==> src/rtl/riscalar_pkg.sv <==
// Shared core definitions: machine word width, register index width and the
// reorder-buffer entry layout.
package riscalar_pkg;

    localparam int XLEN       = 32;
    localparam int REG_ADDR_W = 5;

    // One in-flight instruction tracked by the reorder buffer.
    typedef struct packed {
        logic                  valid;   // entry allocated and not yet retired
        logic                  done;    // result received from the CDB
        logic                  has_rd;  // instruction writes a destination register
        logic [REG_ADDR_W-1:0] rd;      // destination register index
        logic [XLEN-1:0]       data;    // result value
    } rob_entry_t;

endpackage

==> src/rtl/reorder_buffer.sv <==
// In-order retirement buffer. Dispatch allocates entries at the tail, the CDB
// completes them in any order, and the head retires in program order into the
// register file. This block is the only writer of the register file.
//
// Allocation handshake: an entry is granted on a clock edge where
// alloc_valid_in && alloc_ready_out. alloc_ready_out depends only on registered
// state (it is !full), never on alloc_valid_in. alloc_tag_out names the entry
// granted on that edge. A request while not ready is dropped without effect,
// and a retirement in the same cycle does not make room for it.
module reorder_buffer
    import riscalar_pkg::*;
#(
    parameter  int DEPTH = 8,
    localparam int TAG_W = $clog2(DEPTH)
) (
    input  logic                  clk_in,
    input  logic                  rst_n_in,
    input  logic                  alloc_valid_in,
    input  logic                  alloc_has_rd_in,
    input  logic [REG_ADDR_W-1:0] alloc_rd_in,
    output logic                  alloc_ready_out,
    output logic [TAG_W-1:0]      alloc_tag_out,
    input  logic                  cdb_valid_in,
    input  logic [TAG_W-1:0]      cdb_tag_in,
    input  logic [XLEN-1:0]       cdb_data_in,
    input  logic                  flush_in,
    output logic [REG_ADDR_W-1:0] wa_out,
    output logic                  we_out,
    output logic [XLEN-1:0]       wd_out,
    output logic [TAG_W:0]        count_out,
    output logic                  empty_out
);

    // Entry storage and pointers. Pointers carry one extra wrap bit so that
    // full and empty can be told apart when the index bits match.
    rob_entry_t            rob_q [DEPTH];
    rob_entry_t            rob_d [DEPTH];
    logic [TAG_W:0]        head_q, head_d;
    logic [TAG_W:0]        tail_q, tail_d;

    // Registered register-file write port.
    logic                  we_q, we_d;
    logic [REG_ADDR_W-1:0] wa_q, wa_d;
    logic [XLEN-1:0]       wd_q, wd_d;

    logic [TAG_W-1:0]      head_idx;
    logic [TAG_W-1:0]      tail_idx;
    logic                  full;
    logic                  empty;
    logic                  alloc_fire;
    logic                  retire;
    logic                  cdb_hit;
    rob_entry_t            head_entry;

    assign head_idx   = head_q[TAG_W-1:0];
    assign tail_idx   = tail_q[TAG_W-1:0];
    assign full       = (head_idx == tail_idx) && (head_q[TAG_W] != tail_q[TAG_W]);
    assign empty      = (head_q == tail_q);
    assign head_entry = rob_q[head_idx];

    // Pending events for this edge; flush suppresses all of them.
    assign alloc_fire = alloc_valid_in && !full && !flush_in;
    assign retire     = head_entry.valid && head_entry.done && !flush_in;
    assign cdb_hit    = cdb_valid_in && rob_q[cdb_tag_in].valid && !flush_in;

    assign alloc_ready_out = !full;
    assign alloc_tag_out   = tail_idx;
    assign count_out       = tail_q - head_q;
    assign empty_out       = empty;
    assign we_out          = we_q;
    assign wa_out          = wa_q;
    assign wd_out          = wd_q;

    // Next entry array and pointers: completion, then retirement, then allocation.
    // The three never collide on one entry except a CDB hitting a retiring head,
    // where retirement still uses the previously registered data.
    always_comb begin
        rob_d  = rob_q;
        head_d = head_q;
        tail_d = tail_q;
        if (flush_in) begin
            for (int i = 0; i < DEPTH; i++) begin
                rob_d[i].valid = 1'b0;
                rob_d[i].done  = 1'b0;
            end
            head_d = '0;
            tail_d = '0;
        end else begin
            if (cdb_hit) begin
                rob_d[cdb_tag_in].done = 1'b1;
                rob_d[cdb_tag_in].data = cdb_data_in;
            end
            if (retire) begin
                rob_d[head_idx].valid = 1'b0;
                rob_d[head_idx].done  = 1'b0;
                head_d                = head_q + 1'b1;
            end
            if (alloc_fire) begin
                rob_d[tail_idx].valid  = 1'b1;
                rob_d[tail_idx].done   = 1'b0;
                rob_d[tail_idx].has_rd = alloc_has_rd_in;
                rob_d[tail_idx].rd     = alloc_rd_in;
                tail_d                 = tail_q + 1'b1;
            end
        end
    end

    // Next register-file write: pulse on retirement, suppressed for x0;
    // address and data hold between retirements.
    always_comb begin
        we_d = 1'b0;
        wa_d = wa_q;
        wd_d = wd_q;
        if (retire) begin
            we_d = head_entry.has_rd && (head_entry.rd != '0);
            wa_d = head_entry.rd;
            wd_d = head_entry.data;
        end
    end

    // State registers with asynchronous clear; reset drops any pending write.
    always_ff @(posedge clk_in or negedge rst_n_in) begin
        if (!rst_n_in) begin
            for (int i = 0; i < DEPTH; i++) begin
                rob_q[i] <= '0;
            end
            head_q <= '0;
            tail_q <= '0;
            we_q   <= 1'b0;
            wa_q   <= '0;
            wd_q   <= '0;
        end else begin
            for (int i = 0; i < DEPTH; i++) begin
                rob_q[i] <= rob_d[i];
            end
            head_q <= head_d;
            tail_q <= tail_d;
            we_q   <= we_d;
            wa_q   <= wa_d;
            wd_q   <= wd_d;
        end
    end

endmodule
==> config.mk <==
export PLATFORM = sky130hd
export DESIGN_NAME = reorder_buffer
export DESIGN_NICKNAME = d
export VERILOG_FILES = /design/src/rtl/riscalar_pkg.sv /design/src/rtl/reorder_buffer.sv
export SDC_FILE = /design/constraint.sdc
export NUM_CORES = 1
export LEC_CHECK = 0
export CORE_ASPECT_RATIO = 1.75
export CORE_MARGIN = 8
export CORE_UTILIZATION = 35
export CTS_CLUSTER_SIZE = 25
export DETAILED_ROUTE_END_ITERATION = 8
export SLEW_MARGIN = 20
export SYNTH_ARGS = -nofsm -noshare
export SYNTH_HDL_FRONTEND = slang
export SYNTH_SLANG_ARGS = --single-unit
export TNS_END_PERCENT = 10
==> constraint.sdc <==
create_clock -name clk_in -period 3 [get_ports clk_in]
set_input_delay 0.3 -clock clk_in [delete_from_list [all_inputs] [get_ports clk_in]]
set_output_delay 0.3 -clock clk_in [all_outputs]
set_load 0.03 [all_outputs]
* Word level (Yosys, flattened, before mapping) *
Index checks and enable logic that the tools add are counted.

word-level totals
  input bits = 46
  output and inout port bits = 47
  flip-flop bits (word level) = 366
  logic and storage cells = 124

operators by class
  multiplexer cells = 48
  eq/ne operators = 3
  reductions and logical operators = 16
  order comparisons = 6
  $add $sub $neg = 3
  bitwise logic cells = 3

operators with widths
  kind                   number
  $bwmux W320            8
  $mux W320              5
  $demux W40 S3          8
  $bmux W40 S3           2
  $mux W40               6
  $mux W39               3
  $mux W38               1
  $mux W37               1
  $mux W32               1
  $mux W2                8
  $mux W4                4
  $ge A4 B4 Y1 const B   3
  $lt A4 B1 Y1 const B   3
  $not A3 Y4             3
  $logic_and A1 B1 Y1    11
  $add A4 B1 Y4 const B  2
  $reduce_bool A5 Y1     1
  $eq A4 B4 Y1           1
  $reduce_bool A2 Y1     2
  $sub A4 B4 Y4          1
  $eq A3 B3 Y1           1
  $logic_not A1 Y1       2
  $mux W1                1
  $ne A1 B1 Y1           1

* Depth between registers and ports, before layout *
Gate-level depths: netlist of the first run.

  depth after elaboration = 19
  depth in mapped cells = 10
  depth with buffers taken out = 7

* Worst setup path after synthesis of the first run *
Ideal clock, no wire load.

  kind = register to register
  start = register head_q[1]
  end = register rob_q[272] in the netlist's numbering
  data arrival time = 2.289 ns
  required time = 2.875 ns
  cell stages (with the launch flop) = 10
  setup slack = 0.586 ns
  setup time = 0.125 ns
  cell sequence = dfrtp_1 clkbuf_1 inv_1 clkbuf_1 ha_1 nand3_1 o21ai_1 nor2_1 nand3_1 mux2_2

between the ends
  word-level cells in the longest chain between the ends = 13

ends and longest elaborated chain
  item                                          line                                                              RTL
  from (decl)                                   reorder_buffer.sv:38                                              logic [TAG_W:0] head_q, head_d;
  from (signal assigned)                        reorder_buffer.sv:127                                             head_q <= '0;
  from (signal assigned)                        reorder_buffer.sv:136                                             head_q <= head_d;
  $not A3 Y4 (implied by the code)              reorder_buffer.sv:59, reorder_buffer.sv:94, reorder_buffer.sv:95
  $bmux W40 S3                                  reorder_buffer.sv:59                                              assign head_entry = rob_q[head_idx];
  $mux W40 (implied by the code) (2 in series)  reorder_buffer.sv:59
  $logic_and A1 B1 Y1 (2 in series)             reorder_buffer.sv:63                                              assign retire = head_entry.valid && head_entry.done && !flush_in;
  $mux W320                                     reorder_buffer.sv:93                                              if (retire) begin
  $mux W320                                     reorder_buffer.sv:81                                              if (flush_in) begin
  $bwmux W320                                   reorder_buffer.sv:99                                              rob_d[tail_idx].valid = 1'b1;
  $bwmux W320                                   reorder_buffer.sv:100                                             rob_d[tail_idx].done = 1'b0;
  $bwmux W320                                   reorder_buffer.sv:101                                             rob_d[tail_idx].has_rd = alloc_has_rd_in;
  $bwmux W320                                   reorder_buffer.sv:102                                             rob_d[tail_idx].rd = alloc_rd_in;
  $mux W320 *                                   reorder_buffer.sv:98                                              if (alloc_fire) begin
  to (signal, indexed assignment)               reorder_buffer.sv:134                                             rob_q[i] <= rob_d[i];
  to (decl)                                     reorder_buffer.sv:36                                              rob_entry_t rob_q [DEPTH];

Every way passes the cells marked *; elsewhere a longest branch is shown, timed or not. The select of a mux whose other input is x is not followed.
A chain may end at the register's enable or synchronous reset.

* Final worst setup path of the first run *
  start = register tail_q[0]
  end = output port count_out[1]

between the ends
  word-level cells in the longest chain between the ends = 1

ends and longest elaborated chain
  item                    line                   RTL
  from (decl)             reorder_buffer.sv:39   logic [TAG_W:0] tail_q, tail_d;
  from (signal assigned)  reorder_buffer.sv:137  tail_q <= tail_d;
  $sub A4 B4 Y4           reorder_buffer.sv:68   assign count_out = tail_q - head_q;
  to (decl)               reorder_buffer.sv:30   output logic [TAG_W:0] count_out,

Every way passes these cells.

==> results of run 1 <==
-- flip-flops by register name, indices dropped and copies added, names as in the netlist --
| name | flops |
|---|---|
| rob_q | 320 |
| tail_q | 4 |
| wd_out | 32 |
| head_q | 4 |
| we_out | 1 |
| wa_out | 5 |
-- logic make-up (layout without fill, tap and decap cells) --
kind of cell / after synthesis / count (layout) / synth area share, %
multiplexers: 396 / 396 / 32.49
flip-flops: 366 / 366 / 56.15
AND/OR/NAND/NOR: 192 / 192 / 5.147
buffers and inverters: 81 / 193 / 2.547
AO/OA/AOI/OAI: 66 / 66 / 2.677
XOR/XNOR: 9 / 9 / 0.4832
adder cells (fa/ha/maj): 6 / 6 / 0.5063
other: 0 / 2 / 0
-- metal layers --
layer	up-vias	share of wire, %	track usage, %
li1	4238	-	-
met4	4	2.4	4.997
met5	-	0.068	0
met3	49	4.5	2.617
met1	5070	40	17.92
met2	156	53	27.39
-- worst reg2reg max path: stages, from the launching register on --
cell,delay [ns]
dfrtp_4,0.46
buf_4,0.66
mux4_2,0.45
a221oi_2,0.25
o32ai_4,0.18
buf_12,0.22
nor2_1,0.16
a31oi_1,0.05
-- metrics by stage --
stage	setup slack [ns]	instances
2_1_floorplan	0.5863	1116
6_report	0.1307	1813
5_1_grt	0.0005713	1811
4_1_cts	0.09387	1811
3_3_place_gp	0.4133	1753
3_5_place_dp	0.4183	1753
-- timing repair --
action / in CTS / in global routing
hold buffers: 1 / 0
gates resized for setup: 1 / 0
buffers inserted: 0 / 0
endpoints found under the hold margin: 73 / 0
setup endpoints to repair: 1 / 0
-- layout by cell type, fill, tap and decap left out, types with 14 or more instances in the layout --
cell,netlist,layout
dfrtp_1,366,363
mux2_2,216,216
nand2_1,98,98
mux2_1,91,91
clkdlybuf4s50_1,0,87
mux4_2,76,76
nor2_1,51,51
a31oi_1,36,36
clkbuf_16,0,35
buf_4,10,24
a21oi_1,14,14
-- path summary, 6_finish.rpt --
check,start,to,slack [ns],cells after the start
setup / recovery,tail_q[0],count_out[1],0.13,5
hold / removal,rst_n_in,wd_out[7],0.35,2
setup reg to reg,head_q[2],wd_out[27],0.43,7
hold reg to reg,rob_q[57],rob_q[57],0.48,1
max in group asynchronous,rst_n_in,rob_q[281],1.60,4
min in group clk_in,alloc_valid_in,tail_q[1],0.45,3
-- area by class of cell --
cell class	instances	area [um2]	share of cell area (%)
tap	583	729.5	3.806
clock buffer	46	977.2	5.099
antenna	2	5.005	0.02611
timing repair buffer	127	1345	7.018
inverter	9	33.78	0.1763
multi-input combinational	669	6763	35.29
sequential	366	9168	47.83
clock inverter	11	145.1	0.7573
-- power groups by stage --
stage,logic [mW],clock network [mW],registers [mW]
6_report,1.19,4.40,5.45
3_3_place_gp,1.19,0,5.53
5_1_grt,1.31,4.71,5.49
3_5_place_dp,1.22,0,5.54
2_1_floorplan,0.608,0,5.59
4_1_cts,1.22,4.53,5.45
==> results.py, run 1 <==
metrics = {
    "logic_synthesis": {
        "yosysTopAreaCellShare_pct": 56.15,
        "syn_nets": 1168,
        "yosysWarnings": 0,
        "ys_ff_latch": 366,
        "post-synth-top-count-cell": "dfrtp_1",
        "synth_cell_types": 46,
        "synth_largest_area_cell": "dfrtp_1",
        "synth_edf_count": 0,
        "ys_seq_area_share_pct": 56.15,
        "synthTopCellsByCount": "366 x dfrtp_1, 216 x mux2_2, 98 x nand2_1",
        "ys.flop_type": "dfrtp_1",
        "avgSynthCellArea_um2": 14.62,
        "synthCells": 1116,
        "synthArstFlopShare_pct": 100.0,
        "netlist_area_um2": 16310,
        "synth_area_leaders": "dfrtp_1 56%, mux2_2 15%, mux4_2 10%",
    },
    "critical_path": {
        "crit_fanout": 8,
        "crit_type": "reg2out",
        "cp.required_ns": 2.70,
        "critPathMaxStageDelay_ns": 0.67,
        "cpLargestDelayFamily": "buffers and inverters",
        "crit_path_top_delay_cell": "clkdlybuf4s50_1",
        "cp_num_buf_inv": 3,
        "path_common_cell": "inv_1",
        "cp-start-kind": "flip-flop",
        "crit_path_end_kind": "output pin",
        "arrival_ns": 2.57,
        "path_cells": "inv_1 > ha_1 > fa_1 > inv_1 > clkdlybuf4s50_1",
    },
    "detailed_routing": {
        "vias": 9517,
        "drt_iter0_markers": 448,
        "viasPerCell": 5.249,
        "drc_errors": 0,
        "wirelength_mm": 39.48,
        "wl_per_cell_um": 21.77,
        "drt-pass1-iter-count": 4,
        "antenna_left": 0,
    },
    "floorplan": {
        "die_area_um2": 54040,
        "rows": 104,
        "die_y_um": 301.6,
        "core_area_um2": 46060,
        "num_io_pins": 93,
        "die_w_um": 179.2,
        "start_util_pct": 35.41,
    },
    "global_routing": {
        "grt_pass1_vias": 10570,
        "track_usage_pct": 15.19,
        "antenna_found_initial": 3,
        "grt_max_degree": 84,
        "grt.overflow.total": 0,
        "grt_pass1_wl_mm": 63.24,
    },
    "layout": {
        "syn2layout_area_growth_pct": 17.51,
        "fillerInstances": 4267,
        "stdcell_area_um2": 19170,
        "final_util_pct": 41.61,
        "drive_gt1_share_pct": 32.00,
        "nNetsFinal": 1259,
    },
    "pwr": {
        "power_frac_comb_pct": 10.8,
        "p_switching_mw": 2.621,
        "p_int_mw": 8.420,
        "leakage_nw": 8.894,
        "switching_share_pct": 23.74,
        "seqPwrFrac_pct": 49.4,
        "clockPowerShare_pct": 39.8,
        "ir_drop_mv": 0.3622,
        "cellPowerDensity_nw_per_um2": 576.0,
        "fin_total_pwr_mw": 11.04,
    },
    "timing": {
        "finalSetupTns_ns": 0,
        "period_needed_ns": 2.869,
        "worstMarginPinSlew_ns": 0.8226,
        "hold_viol": 0,
        "drv_slew": 0,
        "relSlewSlack_pct": 45.16,
        "hold_ws_ns": 0.3527,
        "rsz0062_at_grt": "false",
        "max_freq_ghz": 0.3485,
        "fin_worst_skew_ns": 0.01842,
        "finalCritPeriodShare_pct": 95.64,
        "setup_viol": 0,
    },
    "clocking": {
        "cts_buffers": 34,
        "cts_tree": "done",
        "clock_sinks": 366,
        "htreeDepth": 2,
        "worstSkewPairLatency_ns": 0.52,
        "path_clk_slew_ns": 0.07,
        "clock_path_buffers": 3,
        "root_buffer": "clkbuf_16",
    },
    "hold_path": {
        "hold_class": "in2async",
    },
    "placed_design": {
        "gp_congestion": 0.8175,
        "hpwl_mm": 24.73,
        "dpl-instance-area_um2": 18030,
        "port-buffer-count": 92,
    },
    "status": {
        "status": "finished clean",
    },
    "run": {
        "cap_violations": 0,
    },
}
No activity file was read; power rests on OpenSTA's default activity.
==> inputs of run 2 (changes only) <==
--- a/config.mk
+++ b/config.mk
@@ -5,11 +5,13 @@
 export SDC_FILE = /design/constraint.sdc
 export NUM_CORES = 1
 export LEC_CHECK = 0
+export ABC_AREA = 0
 export CORE_ASPECT_RATIO = 1.75
 export CORE_MARGIN = 8
 export CORE_UTILIZATION = 35
 export CTS_CLUSTER_SIZE = 25
 export DETAILED_ROUTE_END_ITERATION = 8
+export GPL_ROUTABILITY_DRIVEN = 0
 export SLEW_MARGIN = 20
 export SYNTH_ARGS = -nofsm -noshare
 export SYNTH_HDL_FRONTEND = slang
==> results of run 2 <==
The final DEF is identical to that of run 1; final timing and power are the same.
